==> config.mk <==
export PLATFORM = sky130hd
export DESIGN_NAME = m_imem_loader
export DESIGN_NICKNAME = d
export VERILOG_FILES = /design/src/rtl/m_imem_loader.sv
export SDC_FILE = /design/constraint.sdc
export NUM_CORES = 1
export LEC_CHECK = 0
export ABC_AREA = 1
export BUFFER_PORTS_ARGS = -buffer_cell sky130_fd_sc_hd__buf_2
export CORE_MARGIN = 5
export CORE_UTILIZATION = 45
export CTS_CLUSTER_DIAMETER = 30
export CTS_CLUSTER_SIZE = 28
export DETAILED_ROUTE_END_ITERATION = 16
export PLACE_DENSITY_LB_ADDON = 0.1
export SETUP_SLACK_MARGIN = 0.05
export SYNTH_ARGS = -nofsm -noshare
export SYNTH_HDL_FRONTEND = slang
export SYNTH_SLANG_ARGS = --single-unit
==> constraint.sdc <==
create_clock -name w_clk -period 2.9 [get_ports w_clk]
set_input_delay 0.145 -clock w_clk [delete_from_list [all_inputs] [get_ports w_clk]]
set_output_delay 0.145 -clock w_clk [all_outputs]
set_load 0.01 [all_outputs]
==> src/rtl/m_imem_loader.sv <==
`default_nettype none
// +----------------------------------------------------------------------------+
// | m_imem_loader : byte-stream instruction-memory loader; releases the core    |
// |   after a clean load. Optional trailing checksum: IMEM_LOADER_CHECKSUM_EN.  |
// | Revision : 1.0                                                              |
// +----------------------------------------------------------------------------+
module m_imem_loader #(
  parameter int DEPTH = 256
) (
  input  logic        w_clk,
  input  logic        w_rst_n,
  input  logic        w_start,
  input  logic        w_in_valid,
  input  logic [7:0]  w_in_data,
  output logic        w_in_ready,
  output logic        w_we,
  output logic [31:0] w_waddr,
  output logic [31:0] w_wdata,
  output logic        w_busy,
  output logic        w_done,
  output logic        w_err,
  output logic        w_proc_run
);

  typedef enum logic [2:0] {
    S_IDLE = 3'd0,
    S_LEN0 = 3'd1,
    S_LEN1 = 3'd2,
    S_DATA = 3'd3,
    S_CSUM = 3'd4,
    S_DONE = 3'd5
  } state_t;

  localparam logic [16:0] c_DEPTH = 17'(DEPTH);
`ifdef IMEM_LOADER_CHECKSUM_EN
  localparam state_t c_AFTER_PAYLOAD = S_CSUM;
  localparam logic   c_CSUM_EN       = 1'b1;
`else
  localparam state_t c_AFTER_PAYLOAD = S_DONE;
  localparam logic   c_CSUM_EN       = 1'b0;
`endif

  state_t      r_state;
  state_t      w_state_nxt;
  logic [15:0] r_len;
  logic [15:0] r_idx;
  logic [1:0]  r_bcnt;
  logic [23:0] r_word;
  logic        r_we;
  logic [31:0] r_waddr;
  logic [31:0] r_wdata;
  logic        r_done;
  logic        r_err;
`ifdef IMEM_LOADER_CHECKSUM_EN
  logic [7:0]  r_csum;
`endif

  logic        w_acc;
  logic [15:0] w_len_full;
  logic        w_oversize;
  logic        w_len_zero;
  logic        w_last_byte;
  logic        w_last_word;
  logic        w_restart;

  assign w_acc       = w_in_valid && w_in_ready;
  assign w_len_full  = {w_in_data, r_len[7:0]};
  assign w_oversize  = ({1'b0, w_len_full} > c_DEPTH);
  assign w_len_zero  = (w_len_full == 16'd0);
  assign w_last_byte = (r_bcnt == 2'd3);
  assign w_last_word = (r_idx == (r_len - 16'd1));
  assign w_restart   = w_start && ((r_state == S_IDLE) || (r_state == S_DONE));

  always_comb begin
    w_state_nxt = r_state;
    w_in_ready  = 1'b0;
    w_busy      = 1'b0;
    case (r_state)
      S_IDLE, S_DONE: begin
        if (w_start) w_state_nxt = S_LEN0;
      end
      S_LEN0: begin
        w_in_ready = 1'b1;
        w_busy     = 1'b1;
        if (w_acc) w_state_nxt = S_LEN1;
      end
      S_LEN1: begin
        w_in_ready = 1'b1;
        w_busy     = 1'b1;
        if (w_acc) begin
          if (w_oversize)      w_state_nxt = S_DONE;
          else if (w_len_zero) w_state_nxt = c_AFTER_PAYLOAD;
          else                 w_state_nxt = S_DATA;
        end
      end
      S_DATA: begin
        w_in_ready = 1'b1;
        w_busy     = 1'b1;
        if (w_acc && w_last_byte && w_last_word) w_state_nxt = c_AFTER_PAYLOAD;
      end
`ifdef IMEM_LOADER_CHECKSUM_EN
      S_CSUM: begin
        w_in_ready = 1'b1;
        w_busy     = 1'b1;
        if (w_acc) w_state_nxt = S_DONE;
      end
`endif
      default: w_state_nxt = S_IDLE;
    endcase
  end

  always_ff @(posedge w_clk) begin
    if (!w_rst_n) begin
      r_state <= S_IDLE;
      r_len   <= 16'd0;
      r_idx   <= 16'd0;
      r_bcnt  <= 2'd0;
      r_word  <= 24'd0;
      r_we    <= 1'b0;
      r_waddr <= 32'd0;
      r_wdata <= 32'd0;
      r_done  <= 1'b0;
      r_err   <= 1'b0;
`ifdef IMEM_LOADER_CHECKSUM_EN
      r_csum  <= 8'd0;
`endif
    end else begin
      r_state <= w_state_nxt;
      r_we    <= 1'b0;
      if (w_restart) begin
        r_done <= 1'b0;
        r_err  <= 1'b0;
        r_idx  <= 16'd0;
        r_bcnt <= 2'd0;
`ifdef IMEM_LOADER_CHECKSUM_EN
        r_csum <= 8'd0;
`endif
      end
      if (w_acc) begin
        case (r_state)
          S_LEN0: r_len[7:0] <= w_in_data;
          S_LEN1: begin
            r_len <= w_len_full;
            if (w_oversize) begin
              r_done <= 1'b1;
              r_err  <= 1'b1;
            end else if (w_len_zero && !c_CSUM_EN) begin
              r_done <= 1'b1;
            end
          end
          S_DATA: begin
`ifdef IMEM_LOADER_CHECKSUM_EN
            r_csum <= r_csum ^ w_in_data;
`endif
            r_bcnt <= r_bcnt + 2'd1;
            case (r_bcnt)
              2'd0: r_word[7:0]   <= w_in_data;
              2'd1: r_word[15:8]  <= w_in_data;
              2'd2: r_word[23:16] <= w_in_data;
              default: begin
                r_wdata <= {w_in_data, r_word};
                r_waddr <= {14'd0, r_idx, 2'b00};
                r_we    <= 1'b1;
                r_idx   <= r_idx + 16'd1;
                // done rises together with the final strobe when no checksum follows
                if (w_last_word && !c_CSUM_EN) r_done <= 1'b1;
              end
            endcase
          end
`ifdef IMEM_LOADER_CHECKSUM_EN
          S_CSUM: begin
            r_done <= 1'b1;
            r_err  <= (r_csum != w_in_data);
          end
`endif
          default: ;
        endcase
      end
    end
  end

  assign w_we       = r_we;
  assign w_waddr    = r_waddr;
  assign w_wdata    = r_wdata;
  assign w_done     = r_done;
  assign w_err      = r_err;
  assign w_proc_run = r_done && !r_err;

endmodule
`default_nettype wire

==> insert_results.sql, run 1 <==
INSERT INTO impl_metrics (metric_group, metric, value, unit) VALUES
('outcome', 'outcome', 'finished clean', ''),
('timing', 'timing.final.ws_setup', '701.8', 'ps'),
('floorplan', 'floorplan.initialDensity', '45.48', '%'),
('setup_path', 'worst-endpoint-required', '3190', 'ps'),
('power_and_ir_drop', 'ir_worst_vdd', '0.0005309', 'V'),
('floorplan', 'io_pins', '82', ''),
('synthesis', 'number_of_enable_type_register_cells_in_the_synthesized_netlist', '0', ''),
('cells_and_area', 'antenna-diode-count', '0', ''),
('synthesis', 'synth_sequential_area_ratio', '43.74', '%'),
('placed_design', 'globalplace.congestion', '0.8988', ''),
('synthesis', 'syn_area', '0.005126', 'mm²'),
('cells_and_area', 'post-route-cell-area', '0.005751', 'mm²'),
('clock_network', 'post_cts_buffers', '0', ''),
('placed_design', 'placedInstanceArea', '0.005449', 'mm²'),
('timing', 'timing.setup.tns', '0', 'ps'),
('clock_network', 'clock_latency', '350', 'ps'),
('drt', 'detail_route.wirelength', '13.59', 'mm'),
('timing', 'final.period_utilization', '75.80', '%'),
('cells_and_area', 'post-route-util', '51.02', '%'),
('synthesis', 'number_of_standard_cells_after_synthesis', '698', ''),
('clock_network', 'cts_inserted_buffers', '9', ''),
('synthesis', 'syn_area_per_cell', '7.344', 'µm²'),
('placed_design', 'port_buffers', '65', ''),
('clock_network', 'clkSinkCount', '112', ''),
('placed_design', 'place_ws', '692.2', 'ps'),
('setup_path', 'criticalPathCategory', 'reg -> reg', ''),
('floorplan', 'design.core.area', '0.01127', 'mm²'),
('drt', 'drt-vias-per-instance', '5.242', ''),
('setup_path', 'critPathMaxStageDelay', '430', 'ps'),
('timing', 'final_hold_viol_count', '0', ''),
('cells_and_area', 'layout.cells.most_common_list', '112 x dfxtp_1, 105 x nand2_1, 91 x inv_1', ''),
('cells_and_area', 'final-instance-count-excl-fill', '894', ''),
('flow_run', 'number_of_max_cap_violations', '0', ''),
('setup_path', 'arrival', '2490', 'ps'),
('clock_network', 'cts.reportedPaths.clkPinSlew', '70', 'ps'),
('drt', 'num_vias', '4686', ''),
('global_route', 'grt_pass1_vias', '4360', ''),
('floorplan', 'floorplan.die.width', '116.7', 'µm'),
('clock_network', 'cts.hold.buffers_added', '0', ''),
('cells_and_area', 'layout.nets', '765', ''),
('clock_network', 'cts_tree', 'yes', ''),
('synthesis', 'synth_async_sr_flop_share', '0', '%'),
('clock_network', 'clk_path_buf_depth', '2', ''),
('clock_network', 'clock_tree.root_cell', 'clkbuf_16', ''),
('synthesis', 'synthDistinctLibCells', '41', ''),
('timing', 'max_clock_freq', '454.9', 'MHz'),
('placed_design', 'placed_cells_incl_taps', '878', ''),
('cells_and_area', 'drive_gt1_share', '14.65', '%'),
('synthesis', 'synth_largest_type_area_fraction', '43.74', '%'),
('global_route', 'global_route.overflow_total', '0', ''),
('cells_and_area', 'layout-area-overhead-vs-synth', '12.18', '%'),
('setup_path', 'highest_net_fanout_along_the_worst_path', '33', ''),
('placed_design', 'detailed_place_hpwl', '9.784', 'mm'),
('clock_network', 'h_tree_depth', '3', ''),
('drt', 'antenna_left', '0', ''),
('setup_path', 'setup.worst_path.start_class', 'flop', ''),
('drt', 'first_iter_violations', '331', ''),
('synthesis', 'synth_top_flop_cell', 'dfxtp_1', ''),
('timing', 'timing_worst_slew_pin_value', '913.7', 'ps'),
('timing', 'fin_hold_ws', '161.5', 'ps'),
('global_route', 'grt_pass1_wl', '22.22', 'mm'),
('drt', 'avgRoutedWirePerCell', '15.20', 'µm'),
('setup_path', 'worst_path_dominant_cell_family', 'simple AND/OR/NAND/NOR gates', ''),
('global_route', 'antenna_found_initial', '0', ''),
('drt', 'dr.pass1.iters', '5', ''),
('timing', 'finalWorstPathRequiredPeriod', '2198', 'ps'),
('synthesis', 'synthTopCellsByArea', 'dfxtp_1 44%, o21ai_0 8.5%, nand3_1 7.7%, nand2_1 7.7%, inv_1 6.7%', ''),
('floorplan', 'placementRows', '39', ''),
('floorplan', 'die_h', '116.7', 'µm'),
('cells_and_area', 'mostFrequentLayoutCell', 'dfxtp_1', ''),
('synthesis', 'synth-seq-cells', '112', '');
cells in the mapped netlist, drive strengths merged, types with 2 or more instances:
cell and number:
nor4 2, dfxtp 112, nand4 3, a21oi 58, o21ai 97, ha 7
inv 93, o311a 2, xor2 3, clkbuf 16, buf 30, xnor2 3
nor2 53, nand3b 3, nand3 82, o22ai 2, nand2 109, a211oi 2
nor3 13
flip-flops by register name, summed over array words and instances (netlist names):
register	flops
w_we	1
r_word	24
w_err	1
r_state	3
r_len	16
w_waddr	16
r_idx	16
w_wdata	32
r_bcnt	2
w_done	1
power by group:
| part | internal [mW] | switching [mW] | leakage (nW) |
|---|---|---|---|
| Clock | 0.680 | 0.591 | 0.148 |
| Sequential | 1.62 | 0.0887 | 0.904 |
| Combinational | 0.427 | 0.858 | 1.44 |
worst min-delay path, stage by stage:
cell and delay, ps:
buf_2 150, inv_1 100, a21oi_1 70
per-layer routing:
metal  vias to the layer above  part of all wire, %  global-route usage [%]  wire, µm
met2                       130                   48                   34.21      6512
met5                         -                    0                       0         0
li1                       2347                    -                       -         -
met3                        17                  5.4                   3.420       736
met4                         0                  1.8                   7.645       249
met1                      2192                   45                   27.89      6091
final cells by class:
class                   instances  area [µm²]  share of cell area (%)
repair buffers                 68       347.8                   6.049
clock inverters                 7       76.32                   1.327
inverters                      93       349.1                   6.070
flip-flops and latches        112        2242                   38.99
clock buffers                   9       225.2                   3.916
multi-input cells             462        2331                   40.54
well taps                     143       178.9                   3.111
worst paths after layout:
kind                      from          to  slack [ps]  depth (start not counted)
setup / recovery     r_bcnt[0]   r_idx[11]         700                          9
setup reg to reg     r_bcnt[0]   r_idx[11]         700                          9
hold reg to reg     r_word[18]  r_word[18]         450                          2
hold / removal    w_in_data[7]   r_len[15]         160                          3
cell families after synthesis:
| group | after synthesis | share of synthesized area [%] |
|---|---|---|
| buffers and inverters | 139 | 11.89 |
| xor gates and xnor gates | 6 | 1.025 |
| AOI/OAI and AO/OA | 167 | 17.16 |
| and+or+nand+nor | 266 | 24.41 |
| other | 1 | 0.07315 |
| adders and majority gates | 7 | 1.708 |
| DFF | 112 | 43.74 |
Power figures use the tool's default switching activity.
==> run 2: changes to the inputs <==
==> constraint.sdc (replaced) <==
create_clock -name w_clk -period 1.8 [get_ports w_clk]
set_input_delay 0.09 -clock w_clk [delete_from_list [all_inputs] [get_ports w_clk]]
set_output_delay 0.09 -clock w_clk [all_outputs]
set_load 0.01 [all_outputs]
==> run 2 against run 1 <==
Against the previous run: the run now ends with negative setup slack left; combinational power up 90%; register-to-register slack worse by 710 ps; clock skew up 3.5 ps; fmax up 22%; largest power group unchanged; highest routed layer unchanged.
==> insert_results.sql, run 2 (synthesis results as in run 1) <==
INSERT INTO impl_metrics (metric_group, metric, value, unit) VALUES
('clock_network', 'cts.reportedPaths.clkPinSlew', '80', 'ps'),
('clock_network', 'clkSinkCount', '112', ''),
('clock_network', 'cts_inserted_buffers', '9', ''),
('floorplan', 'io_pins', '82', ''),
('drt', 'antenna_left', '0', ''),
('timing', 'setup_viol', '2', ''),
('cells_and_area', 'antenna-diode-count', '0', ''),
('outcome', 'outcome', 'complete, but fails checks', ''),
('drt', 'dr.pass1.iters', '4', ''),
('cells_and_area', 'largest_register_ff_count', '32', ''),
('clock_network', 'clk_path_buf_depth', '2', ''),
('cells_and_area', 'mostFrequentLayoutCell', 'dfxtp_1', ''),
('power_and_ir_drop', 'ir_worst_vdd', '0.0007765', 'V'),
('global_route', 'antenna_found_initial', '0', ''),
('floorplan', 'placementRows', '39', ''),
('drt', 'num_vias', '4764', ''),
('outcome', 'failing_checks', 'negative setup slack', ''),
('clock_network', 'clock_latency', '360', 'ps'),
('setup_path', 'crit_slowest_cell', 'dfxtp_1', ''),
('floorplan', 'floorplan.die_area', '0.01363', 'mm²'),
('floorplan', 'die_h', '116.7', 'µm'),
('drt', 'first_iter_violations', '219', ''),
('clock_network', 'clock_tree.root_cell', 'clkbuf_16', ''),
('flow_run', 'number_of_max_cap_violations', '0', ''),
('cells_and_area', 'layout.cells.most_common_list', '102 x dfxtp_1, 101 x nand2_1, 85 x inv_1, 85 x o21ai_0, 74 x nand3_1', ''),
('cells_and_area', 'post-route-util', '55.79', '%'),
('power_and_ir_drop', 'power-per-cell-area', '1165', 'mW/mm²'),
('drt', 'drt-vias-per-instance', '5.117', ''),
('setup_path', 'critPathMaxStageDelay', '470', 'ps'),
('power_and_ir_drop', 'power.total', '7.324', 'mW'),
('floorplan', 'design.core.area', '0.01127', 'mm²'),
('timing', 'final.period_utilization', '100.3', '%'),
('timing', 'finalWorstPathRequiredPeriod', '1805', 'ps'),
('placed_design', 'detailed_place_hpwl', '9.993', 'mm'),
('cells_and_area', 'drive_gt1_share', '24.24', '%'),
('clock_network', 'cts.hold.buffers_added', '0', ''),
('cells_and_area', 'final-instance-count-excl-fill', '931', ''),
('cells_and_area', 'layout-area-overhead-vs-synth', '22.68', '%'),
('clock_network', 'h_tree_depth', '3', ''),
('placed_design', 'placedInstanceArea', '0.005684', 'mm²'),
('timing', 'final.setup_skew', '9.549', 'ps'),
('drt', 'post-route-drc-count', '0', ''),
('global_route', 'grt_max_degree', '99', ''),
('hold_path', 'classification_of_the_worst_slack_hold_path', 'in -> reg', ''),
('floorplan', 'floorplan.initialDensity', '45.48', '%'),
('setup_path', 'worst-endpoint-required', '2050', 'ps'),
('clock_network', 'cts_tree', 'yes', ''),
('setup_path', 'arrival', '2050', 'ps'),
('global_route', 'grt_pass1_vias', '4380', ''),
('setup_path', 'crit_chain', 'nor2_2 > nand2_2 > inv_1 > nand2_1 > nand2_1 > nand3_1 > nand2_1 > nor2_1 > nand2_1 > nor2_2 > nand3_2 > nand2_1 > a21oi_1', ''),
('cells_and_area', 'layout.nets', '802', ''),
('drt', 'detail_route.wirelength', '13.69', 'mm'),
('setup_path', 'critPathCaptureType', 'flop', ''),
('timing', 'final_hold_viol_count', '0', ''),
('placed_design', 'port_buffers', '65', ''),
('cells_and_area', 'post-route-cell-area', '0.006289', 'mm²'),
('setup_path', 'criticalPathCategory', 'reg -> reg', ''),
('placed_design', 'placed_cells_incl_taps', '906', ''),
('setup_path', 'setup.reg_to_reg.worst_slack', '-5', 'ps'),
('setup_path', 'setup.worst_path.start_class', 'flop', ''),
('setup_path', 'crit_top_cell', 'nand2_1', ''),
('cells_and_area', 'layout.filler_cells', '1092', ''),
('floorplan', 'floorplan.die.width', '116.7', 'µm'),
('timing', 'final-max-slew-violation-count', '0', ''),
('timing', 'max_clock_freq', '553.9', 'MHz'),
('global_route', 'globalRouteTotalUtil', '20.68', '%'),
('global_route', 'grt_pass1_wl', '21.95', 'mm'),
('setup_path', 'highest_net_fanout_along_the_worst_path', '5', ''),
('timing', 'rsz_0062_raised_after_global_routing', 'true', ''),
('drt', 'avgRoutedWirePerCell', '14.70', 'µm'),
('timing', 'timing.final.ws_setup', '-5.286', 'ps'),
('global_route', 'global_route.overflow_total', '0', ''),
('power_and_ir_drop', 'leakagePower', '2.745', 'nW'),
('placed_design', 'globalplace.congestion', '0.8951', '');
## run 2: cell types whose count changed in the layout (fill, tap and decap cells not counted), moves of 4 or more
cell     delta
buf_4      +31
dfxtp_1    -10
dfxtp_2     +7
nor2_1      -7
inv_1       -6
nand3_1     -5
nor2_2      +5
inv_2       +4
nand2_1     -4
nand2_2     +4
nor3_1      -4
## run 2: final timing paths
check | start | end | cells after the start
max | r_len[3] | r_state[0] | 13
min | w_in_data[7] | r_len[7] | 3
max reg2reg | r_len[3] | r_state[0] | 13
min reg2reg | r_word[11] | r_word[11] | 2
## run 2: per-layer routing
layer / part of all wire (%) / vias up / track usage (%)
li1: - / 2434 / -
met1: 47 / 2202 / 27.93
met2: 46 / 109 / 32.84
met3: 5.2 / 19 / 3.264
met4: 2.1 / 0 / 8.792
met5: 0 / - / 0
## run 2: report_power, final
group / internal [mW] / switching [mW]
clock: 1.14 / 0.971
sequential: 2.61 / 0.145
combinational: 0.930 / 1.52
## run 2: timing repair
item,CTS,global route
endpoints found under the setup margin,51,43
setup buffers,0,9
resized for setup,15,45
endpoints found under the hold margin,0,0
gates cloned,1,0
pin swaps,3,12
## run 2: layout make-up
class / count / area [µm²] / area share [%]
clock buffer: 10 / 239.0 / 3.800
clock inverter: 6 / 73.82 / 1.174
inverter: 93 / 355.3 / 5.651
multi-input combinational: 463 / 2516 / 40.01
sequential: 112 / 2262 / 35.97
tap: 143 / 178.9 / 2.845
timing repair buffer: 104 / 663.1 / 10.55
## run 2: metrics by stage
| step | worst slack (ps) | TNS, ps | hold slack (ps) |
|---|---|---|---|
| after floorplan | 59.52 | 0 | 252.9 |
| after global placement | -63.33 | -63.33 | 433.1 |
| after detailed placement | -128.9 | -285.3 | 438.3 |
| after CTS | -28.83 | -28.83 | 61.61 |
| after global routing | -189.9 | -685.7 | 78.53 |
| final | -5.286 | -7.450 | 68.67 |
## run 2: worst max-delay path: cells and delay by family (launching register included)
family / cells / cell delay [ps]
compound gates: 1 / 80
buf+inv: 1 / 60
flops: 1 / 470
simple gates: 11 / 1070
==> run 3: changes to the inputs <==
--- a/config.mk
+++ b/config.mk
@@ -13,6 +13,7 @@
 export CTS_CLUSTER_SIZE = 28
 export DETAILED_ROUTE_END_ITERATION = 16
 export PLACE_DENSITY_LB_ADDON = 0.1
+export RECOVER_POWER = 25
 export SETUP_SLACK_MARGIN = 0.05
 export SYNTH_ARGS = -nofsm -noshare
 export SYNTH_HDL_FRONTEND = slang
==> run 3 against run 2 <==
Against the previous run: the run now ends clean; worst hold slack improved by 0.52 ps; via count is essentially flat; sequential cell count stayed put; combinational power barely moved; register-to-register slack better by 20 ps; sequential power is essentially flat; critical path type unchanged; critical endpoint unchanged; largest cell class unchanged.
==> insert_results.sql, run 3 (synthesis results as in run 1) <==
INSERT INTO impl_metrics (metric_group, metric, value, unit) VALUES
('drt', 'detail_route.wirelength', '13.64', 'mm'),
('cells_and_area', 'layout.nets', '802', ''),
('clock_network', 'clock_tree.root_cell', 'clkbuf_16', ''),
('setup_path', 'highest_net_fanout_along_the_worst_path', '5', ''),
('cells_and_area', 'antenna-diode-count', '0', ''),
('clock_network', 'cts_inserted_buffers', '9', ''),
('drt', 'avgRoutedWirePerCell', '14.65', 'µm'),
('timing', 'finalWorstPathRequiredPeriod', '1790', 'ps'),
('cells_and_area', 'layout.cells.most_common_list', '102 x dfxtp_1, 101 x nand2_1, 85 x inv_1, 85 x o21ai_0, 74 x nand3_1', ''),
('floorplan', 'floorplan.initialDensity', '45.48', '%'),
('clock_network', 'clkSinkCount', '112', ''),
('timing', 'timing.final.ws_setup', '10.50', 'ps'),
('cells_and_area', 'layout-area-overhead-vs-synth', '21.70', '%'),
('outcome', 'outcome', 'finished clean', ''),
('floorplan', 'die_h', '116.7', 'µm'),
('setup_path', 'critPathCaptureType', 'flop', ''),
('timing', 'final.period_utilization', '99.42', '%'),
('setup_path', 'worst-endpoint-required', '2050', 'ps'),
('placed_design', 'detailed_place_hpwl', '9.993', 'mm'),
('timing', 'final_hold_viol_count', '0', ''),
('global_route', 'grt_pass1_vias', '4380', ''),
('global_route', 'antenna_found_initial', '0', ''),
('power_and_ir_drop', 'ir_worst_vdd', '0.0007750', 'V'),
('clock_network', 'clk_path_buf_depth', '2', ''),
('timing', 'fin_hold_ws', '69.19', 'ps'),
('drt', 'antenna_left', '0', ''),
('setup_path', 'crit-reg2reg-launch', 'r_len[3]', ''),
('drt', 'num_vias', '4765', ''),
('power_and_ir_drop', 'leakagePower', '2.568', 'nW'),
('hold_path', 'classification_of_the_worst_slack_hold_path', 'in -> reg', ''),
('cells_and_area', 'final-instance-count-excl-fill', '931', ''),
('floorplan', 'floorplan.die.width', '116.7', 'µm'),
('floorplan', 'floorplan.die_area', '0.01363', 'mm²'),
('global_route', 'grt_pass1_wl', '21.95', 'mm'),
('setup_path', 'setup.worst_path.start', 'r_len[3]', ''),
('timing', 'max_clock_freq', '558.8', 'MHz'),
('placed_design', 'globalplace.congestion', '0.8951', ''),
('cells_and_area', 'mostFrequentLayoutCell', 'dfxtp_1', ''),
('setup_path', 'arrival', '2040', 'ps'),
('clock_network', 'cts.reportedPaths.clkPinSlew', '80', 'ps'),
('flow_run', 'number_of_max_cap_violations', '0', ''),
('global_route', 'grt_max_degree', '99', ''),
('cells_and_area', 'largest_register_ff_count', '32', ''),
('drt', 'first_iter_violations', '255', ''),
('clock_network', 'cts_tree', 'yes', ''),
('setup_path', 'setup.worst_path.start_class', 'flop', ''),
('placed_design', 'port_buffers', '65', ''),
('clock_network', 'clock_latency', '360', 'ps'),
('floorplan', 'placementRows', '39', ''),
('hold_path', 'worst_hold_startpoint', 'w_in_data[7]', ''),
('timing', 'final.setup_skew', '8.608', 'ps'),
('placed_design', 'placed_cells_incl_taps', '906', ''),
('clock_network', 'cts.hold.buffers_added', '0', ''),
('clock_network', 'h_tree_depth', '3', ''),
('power_and_ir_drop', 'power.total', '7.314', 'mW'),
('floorplan', 'design.core.area', '0.01127', 'mm²'),
('drt', 'post-route-drc-count', '0', ''),
('cells_and_area', 'drive_gt1_share', '19.16', '%'),
('placed_design', 'place_ws', '-128.9', 'ps'),
('drt', 'dr.pass1.iters', '5', ''),
('global_route', 'globalRouteTotalUtil', '20.68', '%'),
('drt', 'drt-vias-per-instance', '5.118', ''),
('timing', 'final-max-slew-violation-count', '0', ''),
('timing', 'rsz_0062_raised_after_global_routing', 'true', ''),
('cells_and_area', 'layout.filler_cells', '1105', ''),
('global_route', 'global_route.overflow_total', '0', ''),
('cells_and_area', 'post-route-util', '55.34', '%'),
('setup_path', 'criticalPathCategory', 'reg -> reg', ''),
('timing', 'setup_viol', '0', ''),
('floorplan', 'io_pins', '82', ''),
('power_and_ir_drop', 'power-per-cell-area', '1172', 'mW/mm²');
==> run 3: layout make-up <==
type                    count  area [µm²]  share of cell area, %
clock buffers              10       239.0                  3.831
flip-flops and latches    112        2262                  36.26
multi-input cells         463        2516                  40.33
clock inverters             6       73.82                  1.183
inverters                  93       355.3                  5.696
well taps                 143       178.9                  2.868
repair buffers            104       613.1                  9.828
==> run 3: metrics by stage <==
stage | instance area (µm²) | setup TNS (ps)
5_1_grt | 6238 | -685.7
3_3_place_gp | 5684 | -63.33
4_1_cts | 6052 | -28.83
2_1_floorplan | 5182 | 0
6_report | 6238 | 0
3_5_place_dp | 5684 | -285.3
==> run 3: critical path, cell delays in order, from the launching register on <==
cell and delay, ps:
dfxtp_1 460, nor2_2 90, nand2_2 160, inv_1 60
nand2_1 80, nand2_1 60, nand3_1 70, nand2_1 50
nor2_1 100, nand2_1 100, nor2_2 130, nand3_2 130
nand2_1 100, a21oi_1 80
==> run 3: layer usage <==
metal	vias to the layer above	wire [µm]	track usage, %
met5	-	0	0
met4	0	286	8.792
met3	19	797	3.264
met2	108	6317	32.84
met1	2207	6237	27.93
li1	2431	-	-
==> run 3: where the power goes <==
| part | total [mW] | switching (mW) | leakage, nW | internal [mW] |
|---|---|---|---|---|
| registers | 2.76 | 0.145 | 0.909 | 2.61 |
| clock network | 2.11 | 0.969 | 0.153 | 1.14 |
| logic | 2.45 | 1.52 | 1.51 | 0.930 |
| total | 7.31 | 2.63 | 2.57 | 4.68 |
==> run 3: path summary, 6_finish.rpt <==
check	endpoint	slack, ps	depth (start not counted)
worst max-delay path	r_state[0]	10	13
worst min register to register	r_word[13]	450	2
worst min-delay path	r_len[7]	70	3
worst max register to register	r_state[0]	10	13
==> run 3: what timing repair did <==
item                       in CTS  in global routing
cloned                          1                  0
setup buffers                   0                  9
pin swaps                       3                 12
gates resized for setup        15                 45
setup endpoints to repair      51                 43
